File: src/rtl/cnn_load_sequencer_if.sv
// Signal bundle between the load sequencer and its neighbours: decompressor,
// CNN data source, data memory, CNN core and CPU.
interface cnn_load_sequencer_if #(
  parameter int DATA_W = 16,
  parameter int ADDR_W = 12
);
  logic              start;
  logic              stop;
  logic              send;
  logic              dec_done;
  logic              dec_busy;
  logic [4:0]        row_count;
  logic              data_valid;
  logic              data_last;
  logic [DATA_W-1:0] data_in;
  logic              data_ready;
  logic              mem_we;
  logic [ADDR_W-1:0] mem_addr;
  logic [DATA_W-1:0] mem_wdata;
  logic              cnn_start;
  logic              cnn_done;
  logic              load_process;
  logic              cnn_image;
  logic              interrupt;
  logic              int_ack;

  modport master (
    input  start, stop, dec_done, dec_busy, data_valid, data_last, data_in,
           cnn_done, int_ack,
    output send, row_count, data_ready, mem_we, mem_addr, mem_wdata,
           cnn_start, load_process, cnn_image, interrupt
  );

  modport slave (
    output start, stop, dec_done, dec_busy, data_valid, data_last, data_in,
           cnn_done, int_ack,
    input  send, row_count, data_ready, mem_we, mem_addr, mem_wdata,
           cnn_start, load_process, cnn_image, interrupt
  );
endinterface

File: src/rtl/cnn_load_sequencer.sv
// Frame controller for the CNN chip: loads image rows through the decompressor,
// streams data words into memory, launches the CNN and interrupts the CPU.
//  state    | meaning
//  IDLE     | waiting for start
//  IMG_REQ  | ready to request next compressed row (blocked by stop/dec_busy)
//  IMG_WAIT | row requested, waiting for dec_done
//  DATA     | accepting CNN data words into memory
//  RUN      | CNN computing, waiting for cnn_done
//  IRQ      | interrupt raised, waiting for int_ack
module cnn_load_sequencer #(
  parameter int NUM_ROWS  = 29,
  parameter int DATA_W    = 16,
  parameter int ADDR_W    = 12,
  parameter int MAX_WORDS = 4096
) (
  input logic                   clk,
  input logic                   rst,
  cnn_load_sequencer_if.master  bus
);

  typedef enum logic [2:0] {
    IDLE,
    IMG_REQ,
    IMG_WAIT,
    DATA,
    RUN,
    IRQ
  } state_t;

  localparam logic [4:0]      ROWS_END = 5'(NUM_ROWS);
  localparam logic [ADDR_W:0] WORD_END = (ADDR_W+1)'(MAX_WORDS - 1);
  localparam logic [ADDR_W:0] WORD_INC = (ADDR_W+1)'(1);

  state_t            state;
  // One bit wider than the address so the count after the final word cannot wrap.
  logic [ADDR_W:0]   word_count;
  logic              accept;
  logic [DATA_W-1:0] wdata_next;

  assign bus.data_ready = (state == DATA) && !bus.stop;
  assign accept         = bus.data_valid && bus.data_ready;
  assign wdata_next     = bus.data_in;

  always_ff @(posedge clk or negedge rst) begin
    if (!rst) begin
      state            <= IDLE;
      word_count       <= '0;
      bus.send         <= 1'b0;
      bus.row_count    <= '0;
      bus.mem_we       <= 1'b0;
      bus.mem_addr     <= '0;
      bus.mem_wdata    <= '0;
      bus.cnn_start    <= 1'b0;
      bus.load_process <= 1'b0;
      bus.cnn_image    <= 1'b0;
      bus.interrupt    <= 1'b0;
    end else begin
      bus.send      <= 1'b0;
      bus.cnn_start <= 1'b0;
      bus.mem_we    <= 1'b0;
      unique case (state)
        IDLE: begin
          if (bus.start) begin
            state            <= IMG_REQ;
            bus.load_process <= 1'b1;
            bus.row_count    <= '0;
            word_count       <= '0;
          end
        end
        IMG_REQ: begin
          if (!bus.stop && !bus.dec_busy) begin
            bus.send <= 1'b1;
            state    <= IMG_WAIT;
          end
        end
        IMG_WAIT: begin
          if (bus.dec_done) begin
            if (bus.row_count != ROWS_END) begin
              bus.row_count <= bus.row_count + 5'd1;
            end
            if (bus.row_count + 5'd1 >= ROWS_END) begin
              state         <= DATA;
              bus.cnn_image <= 1'b1;
            end else begin
              state <= IMG_REQ;
            end
          end
        end
        DATA: begin
          if (accept) begin
            bus.mem_we    <= 1'b1;
            bus.mem_addr  <= word_count[ADDR_W-1:0];
            bus.mem_wdata <= wdata_next;
            word_count    <= word_count + WORD_INC;
            if (bus.data_last || word_count >= WORD_END) begin
              state            <= RUN;
              bus.load_process <= 1'b0;
              bus.cnn_image    <= 1'b0;
              bus.cnn_start    <= 1'b1;
            end
          end
        end
        RUN: begin
          if (bus.cnn_done) begin
            state         <= IRQ;
            bus.interrupt <= 1'b1;
          end
        end
        IRQ: begin
          if (bus.int_ack) begin
            state         <= IDLE;
            bus.interrupt <= 1'b0;
          end
        end
        default: state <= IDLE;
      endcase
    end
  end

endmodule
File: src/flat_wrapper.sv
// flat-port wrapper written by rule: the top's interface ports become plain ports
module cnn_load_sequencer_flat 
#(
  parameter int NUM_ROWS  = 29,
  parameter int DATA_W    = 16,
  parameter int ADDR_W    = 12,
  parameter int MAX_WORDS = 4096
)
  (clk, rst, bus_start, bus_stop, bus_dec_done, bus_dec_busy, bus_data_valid, bus_data_last, bus_data_in, bus_cnn_done, bus_int_ack, bus_send, bus_row_count, bus_data_ready, bus_mem_we, bus_mem_addr, bus_mem_wdata, bus_cnn_start, bus_load_process, bus_cnn_image, bus_interrupt);
  cnn_load_sequencer_if #(.DATA_W(DATA_W), .ADDR_W(ADDR_W)) bus_i ();
  input logic clk;
  input logic rst;
  input wire logic [$bits(bus_i.start)-1:0] bus_start;
  input wire logic [$bits(bus_i.stop)-1:0] bus_stop;
  input wire logic [$bits(bus_i.dec_done)-1:0] bus_dec_done;
  input wire logic [$bits(bus_i.dec_busy)-1:0] bus_dec_busy;
  input wire logic [$bits(bus_i.data_valid)-1:0] bus_data_valid;
  input wire logic [$bits(bus_i.data_last)-1:0] bus_data_last;
  input wire logic [$bits(bus_i.data_in)-1:0] bus_data_in;
  input wire logic [$bits(bus_i.cnn_done)-1:0] bus_cnn_done;
  input wire logic [$bits(bus_i.int_ack)-1:0] bus_int_ack;
  output wire logic [$bits(bus_i.send)-1:0] bus_send;
  output wire logic [$bits(bus_i.row_count)-1:0] bus_row_count;
  output wire logic [$bits(bus_i.data_ready)-1:0] bus_data_ready;
  output wire logic [$bits(bus_i.mem_we)-1:0] bus_mem_we;
  output wire logic [$bits(bus_i.mem_addr)-1:0] bus_mem_addr;
  output wire logic [$bits(bus_i.mem_wdata)-1:0] bus_mem_wdata;
  output wire logic [$bits(bus_i.cnn_start)-1:0] bus_cnn_start;
  output wire logic [$bits(bus_i.load_process)-1:0] bus_load_process;
  output wire logic [$bits(bus_i.cnn_image)-1:0] bus_cnn_image;
  output wire logic [$bits(bus_i.interrupt)-1:0] bus_interrupt;
  assign bus_i.start = bus_start;
  assign bus_i.stop = bus_stop;
  assign bus_i.dec_done = bus_dec_done;
  assign bus_i.dec_busy = bus_dec_busy;
  assign bus_i.data_valid = bus_data_valid;
  assign bus_i.data_last = bus_data_last;
  assign bus_i.data_in = bus_data_in;
  assign bus_i.cnn_done = bus_cnn_done;
  assign bus_i.int_ack = bus_int_ack;
  assign bus_send = bus_i.send;
  assign bus_row_count = bus_i.row_count;
  assign bus_data_ready = bus_i.data_ready;
  assign bus_mem_we = bus_i.mem_we;
  assign bus_mem_addr = bus_i.mem_addr;
  assign bus_mem_wdata = bus_i.mem_wdata;
  assign bus_cnn_start = bus_i.cnn_start;
  assign bus_load_process = bus_i.load_process;
  assign bus_cnn_image = bus_i.cnn_image;
  assign bus_interrupt = bus_i.interrupt;
  cnn_load_sequencer #(.NUM_ROWS(NUM_ROWS), .DATA_W(DATA_W), .ADDR_W(ADDR_W), .MAX_WORDS(MAX_WORDS)) u_core (.clk(clk), .rst(rst), .bus(bus_i));
endmodule
File: config.mk
export PLATFORM = sky130hd
export DESIGN_NAME = cnn_load_sequencer_flat
export DESIGN_NICKNAME = d
export VERILOG_FILES = /design/src/rtl/cnn_load_sequencer_if.sv /design/src/rtl/cnn_load_sequencer.sv /design/src/flat_wrapper.sv
export SDC_FILE = /design/constraint.sdc
export NUM_CORES = 1
export LEC_CHECK = 0
export ABC_AREA = 1
export CAP_MARGIN = 20
export CORE_MARGIN = 10
export CORE_UTILIZATION = 45
export DETAILED_ROUTE_END_ITERATION = 12
export GPL_TIMING_DRIVEN = 0
export HOLD_SLACK_MARGIN = 0.15
export PLACE_DENSITY = 0.71
export SLEW_MARGIN = 25
export SYNTH_ARGS = -nofsm -noshare
export SYNTH_HDL_FRONTEND = slang
export SYNTH_SLANG_ARGS = --single-unit
File: constraint.sdc
create_clock -name clk -period 2.5 [get_ports clk]
set_clock_uncertainty 0.15 [all_clocks]
set_input_delay 0.5 -clock clk [delete_from_list [all_inputs] [get_ports clk]]
set_output_delay 0.5 -clock clk [all_outputs]
set_load 0.01 [all_outputs]
==> impl_metrics.ini <==
[status]
status = complete, no violations

[sta]
worstMarginPinSlew_ns = 0.433
max_slew_margin_pct = 71.1
layout_min_cycle_time_ns = 2.38
finalSetupViolCount = 0
setup_slack_ns = 0.121
report.final.slew_viol_count = 0
hold_viol_final = 0
max_freq_mhz = 420
rsz0062_at_grt = false
period_share_pct = 95.2

[global_route]
grt-ovfl-total = 0
grtUsageMet2_pct = 19.9
grt_start_max_net_pins = 47
antenna_found_initial = 0
grt_util_met3_pct = 3.19
grt_pass1_vias = 2148
grt_pass1_wl_um = 10600
busiest_layer = met2
use_met1_pct = 17.8
grt_usage_pct = 13.2

[drt]
drt_wl_total_um = 6390
drc_errors = 0
drt_iter0_drc = 106
dr_total_vias = 2276
drtPass1Iterations = 4
avgViaCountPerCell = 4.85
routedWlPerCell_um = 13.6
postRouteAntennaNets = 0

[logic_synthesis]
synth_commonest_cells = nand2_1, dfrtp_1, inv_1
yosys.area.top_type = dfrtp_1
syn-num-nets = 352
synthArstFlopShare_pct = 100
synth.top_cell.area_share_pct = 52.0
ys.flop_type = dfrtp_1
synthCells = 322
synth-edff-count = 0
synth-seq-cells = 55
synth_cell_types = 31
yosysSeqAreaShare_pct = 52.0
yosys_warnings = 0
synth.most_common_cell = nand2_1
avgSynthCellArea_um2 = 8.21
synthTopCellsByArea = dfrtp_1, nand2_1, inv_1, o21ai_0, nand3_1
synth_area_um2 = 2650

[cts]
post-cts-setup-buffers = 0
clk_pin_slew_worst_paths_ns = 0.10
cts_tree = done
cts_sinks = 55
htreeDepth = 2
cts.path.max_buffers = 2
insertion_delay_ns = 0.31
cts_made_buffers = 5
cts-root-buf = clkbuf_8

[power]
leakagePower_nw = 1.67
p_per_area_nw_per_um2 = 903
ir_drop_mv = 0.524
finalPower_mw = 3.19

[critical_path]
end_kind = output pin
r2r-end = u_core.bus.cnn_image$_DFFE_PN0P_
r2r_start = u_core.bus.row_count[0]$_DFFE_PN0P_
worstSetupPathType = register to output pin
cp.arrival_ns = 1.73
crit_required_ns = 1.85
ff2ff_path_depth = 11
crit_fanout = 8
cp-start-kind = register
r2r_setup_slack_ns = 0.63

[die]
fp.dieW_um = 96.7
die_area_um2 = 9340
core_region_area_um2 = 5610
start_util_pct = 47.2
boundaryPins = 66
row_count = 27
die_h_um = 96.7

[hold_path]
hold_path_class = register to register
hold_depth = 2
worstHoldStart = u_core.bus.mem_wdata[0]$_DFFE_PN0P_
hold_end = u_core.bus.mem_wdata[0]$_DFFE_PN0P_

[place]
dp_hpwl_um = 4800
io_buffers = 65
globalplace.congestion = 0.883
place_area_um2 = 3410
place_ws_ns = 0.136

[finish]
area_delta_synth_final_pct = 33.6
nets = 426
finish.utilization_pct = 63.0
drive_gt1_share_pct = 10.1
antennaDiodeCount = 0
final_area_um2 = 3530

[flow_run]
maxCapViolCount = 0
[state kept, by name, indices dropped and copies added, names as in the netlist]
register	cells
u_core.bus.row_count	5
u_core.state	3
u_core.bus.send	1
u_core.bus.interrupt	1
u_core.bus.load_process	1
u_core.bus.cnn_start	1
u_core.bus.mem_addr	12
u_core.bus.cnn_image	1
u_core.bus.mem_wdata	16
u_core.word_count	13
u_core.bus.mem_we	1
[metal layers]
metal	wire, um	vias to the layer above
li1	-	1169
met1	3110	1037
met2	2840	64
met3	347	6
met4	85	0
met5	0	-
[cell families (layout without fill, tap and decap cells)]
family          after synthesis  after routing  share of synthesized area (%)
simple gates                185            185                           31.3
flops                        55             55                           52.0
buf+inv                      41            116                           6.91
compound gates               37             37                           7.85
fa+ha+maj                     4              4                           1.89
[cells in the final DEF (no fill, tap or decap), types with 2 or more instances in the layout]
| cell | netlist | layout |
|---|---|---|
| inv_2 | 3 | 3 |
| o21a_1 | 2 | 2 |
| inv_1 | 27 | 27 |
| clkdlybuf4s50_1 | 0 | 64 |
| nor2_2 | 3 | 3 |
| ha_1 | 4 | 4 |
| nand4_1 | 7 | 7 |
| nand2_4 | 4 | 4 |
| clkinv_2 | 2 | 3 |
| nand2_1 | 122 | 122 |
| nand3_1 | 17 | 17 |
| clkbuf_8 | 0 | 5 |
| o21ai_0 | 18 | 18 |
| dfrtp_1 | 55 | 55 |
| a21oi_1 | 10 | 10 |
| nor2_4 | 2 | 2 |
| buf_2 | 6 | 6 |
| nor2_1 | 21 | 21 |
| nor3_1 | 4 | 4 |
| a31oi_1 | 2 | 2 |
[critical path, cell delays in order, from the launching register on]
cell,delay (ns)
dfrtp_1,0.39
buf_6,0.14
clkinv_2,0.07
nand3_4,0.11
nor2_4,0.15
clkdlybuf4s50_1,0.56
[cell type report]
| cell class | count | area [um2] |
|---|---|---|
| Buffer | 9 | 60.1 |
| Clock buffer | 5 | 68.8 |
| Clock inverter | 3 | 43.8 |
| Fill cell | 519 | 2070 |
| Inverter | 32 | 123 |
| Multi-Input combinational cell | 226 | 1090 |
| Sequential cell | 55 | 1380 |
| Tap cell | 72 | 90.1 |
| Timing Repair Buffer | 67 | 686 |
[through the flow]
stage	TNS [ns]	hold slack, ns	std cells
finish	0	0.336	469
global route	0	0.362	469
CTS	0	0.340	469
detailed placement	0	0.202	460
global placement	-53.92	0.311	459
floorplan	0	0.0544	322
[how the worst max path moves through the flow]
stage	start	endpoint	slack [ns]	cells after the start
finish	u_core.state[2]$_DFFE_PN0P_	bus_data_ready	0.12	5
global route	u_core.state[2]$_DFFE_PN0P_	bus_data_ready	0.04	5
CTS	u_core.state[2]$_DFFE_PN0P_	bus_data_ready	0.11	5
detailed placement	bus_stop	bus_data_ready	0.14	3
global placement	rst	u_core.word_count[1]$_DFFE_PN0P_	-0.98	1
floorplan	u_core.bus.row_count[0]$_DFFE_PN0P_	u_core.bus.cnn_image$_DFFE_PN0P_	0.81	11
[power breakdown]
part | internal [mW] | switching, mW
combinational | 0.642 | 0.676
sequential | 1.12 | 0.160
clock | 0.299 | 0.290
total | 2.06 | 1.13
[repair_timing]
item	CTS	global route
hold buffers	1	0
setup endpoints to repair	0	0
hold endpoints to repair	55	0
resized for setup	0	0
Note: power is estimated with default switching activity, not from simulation.
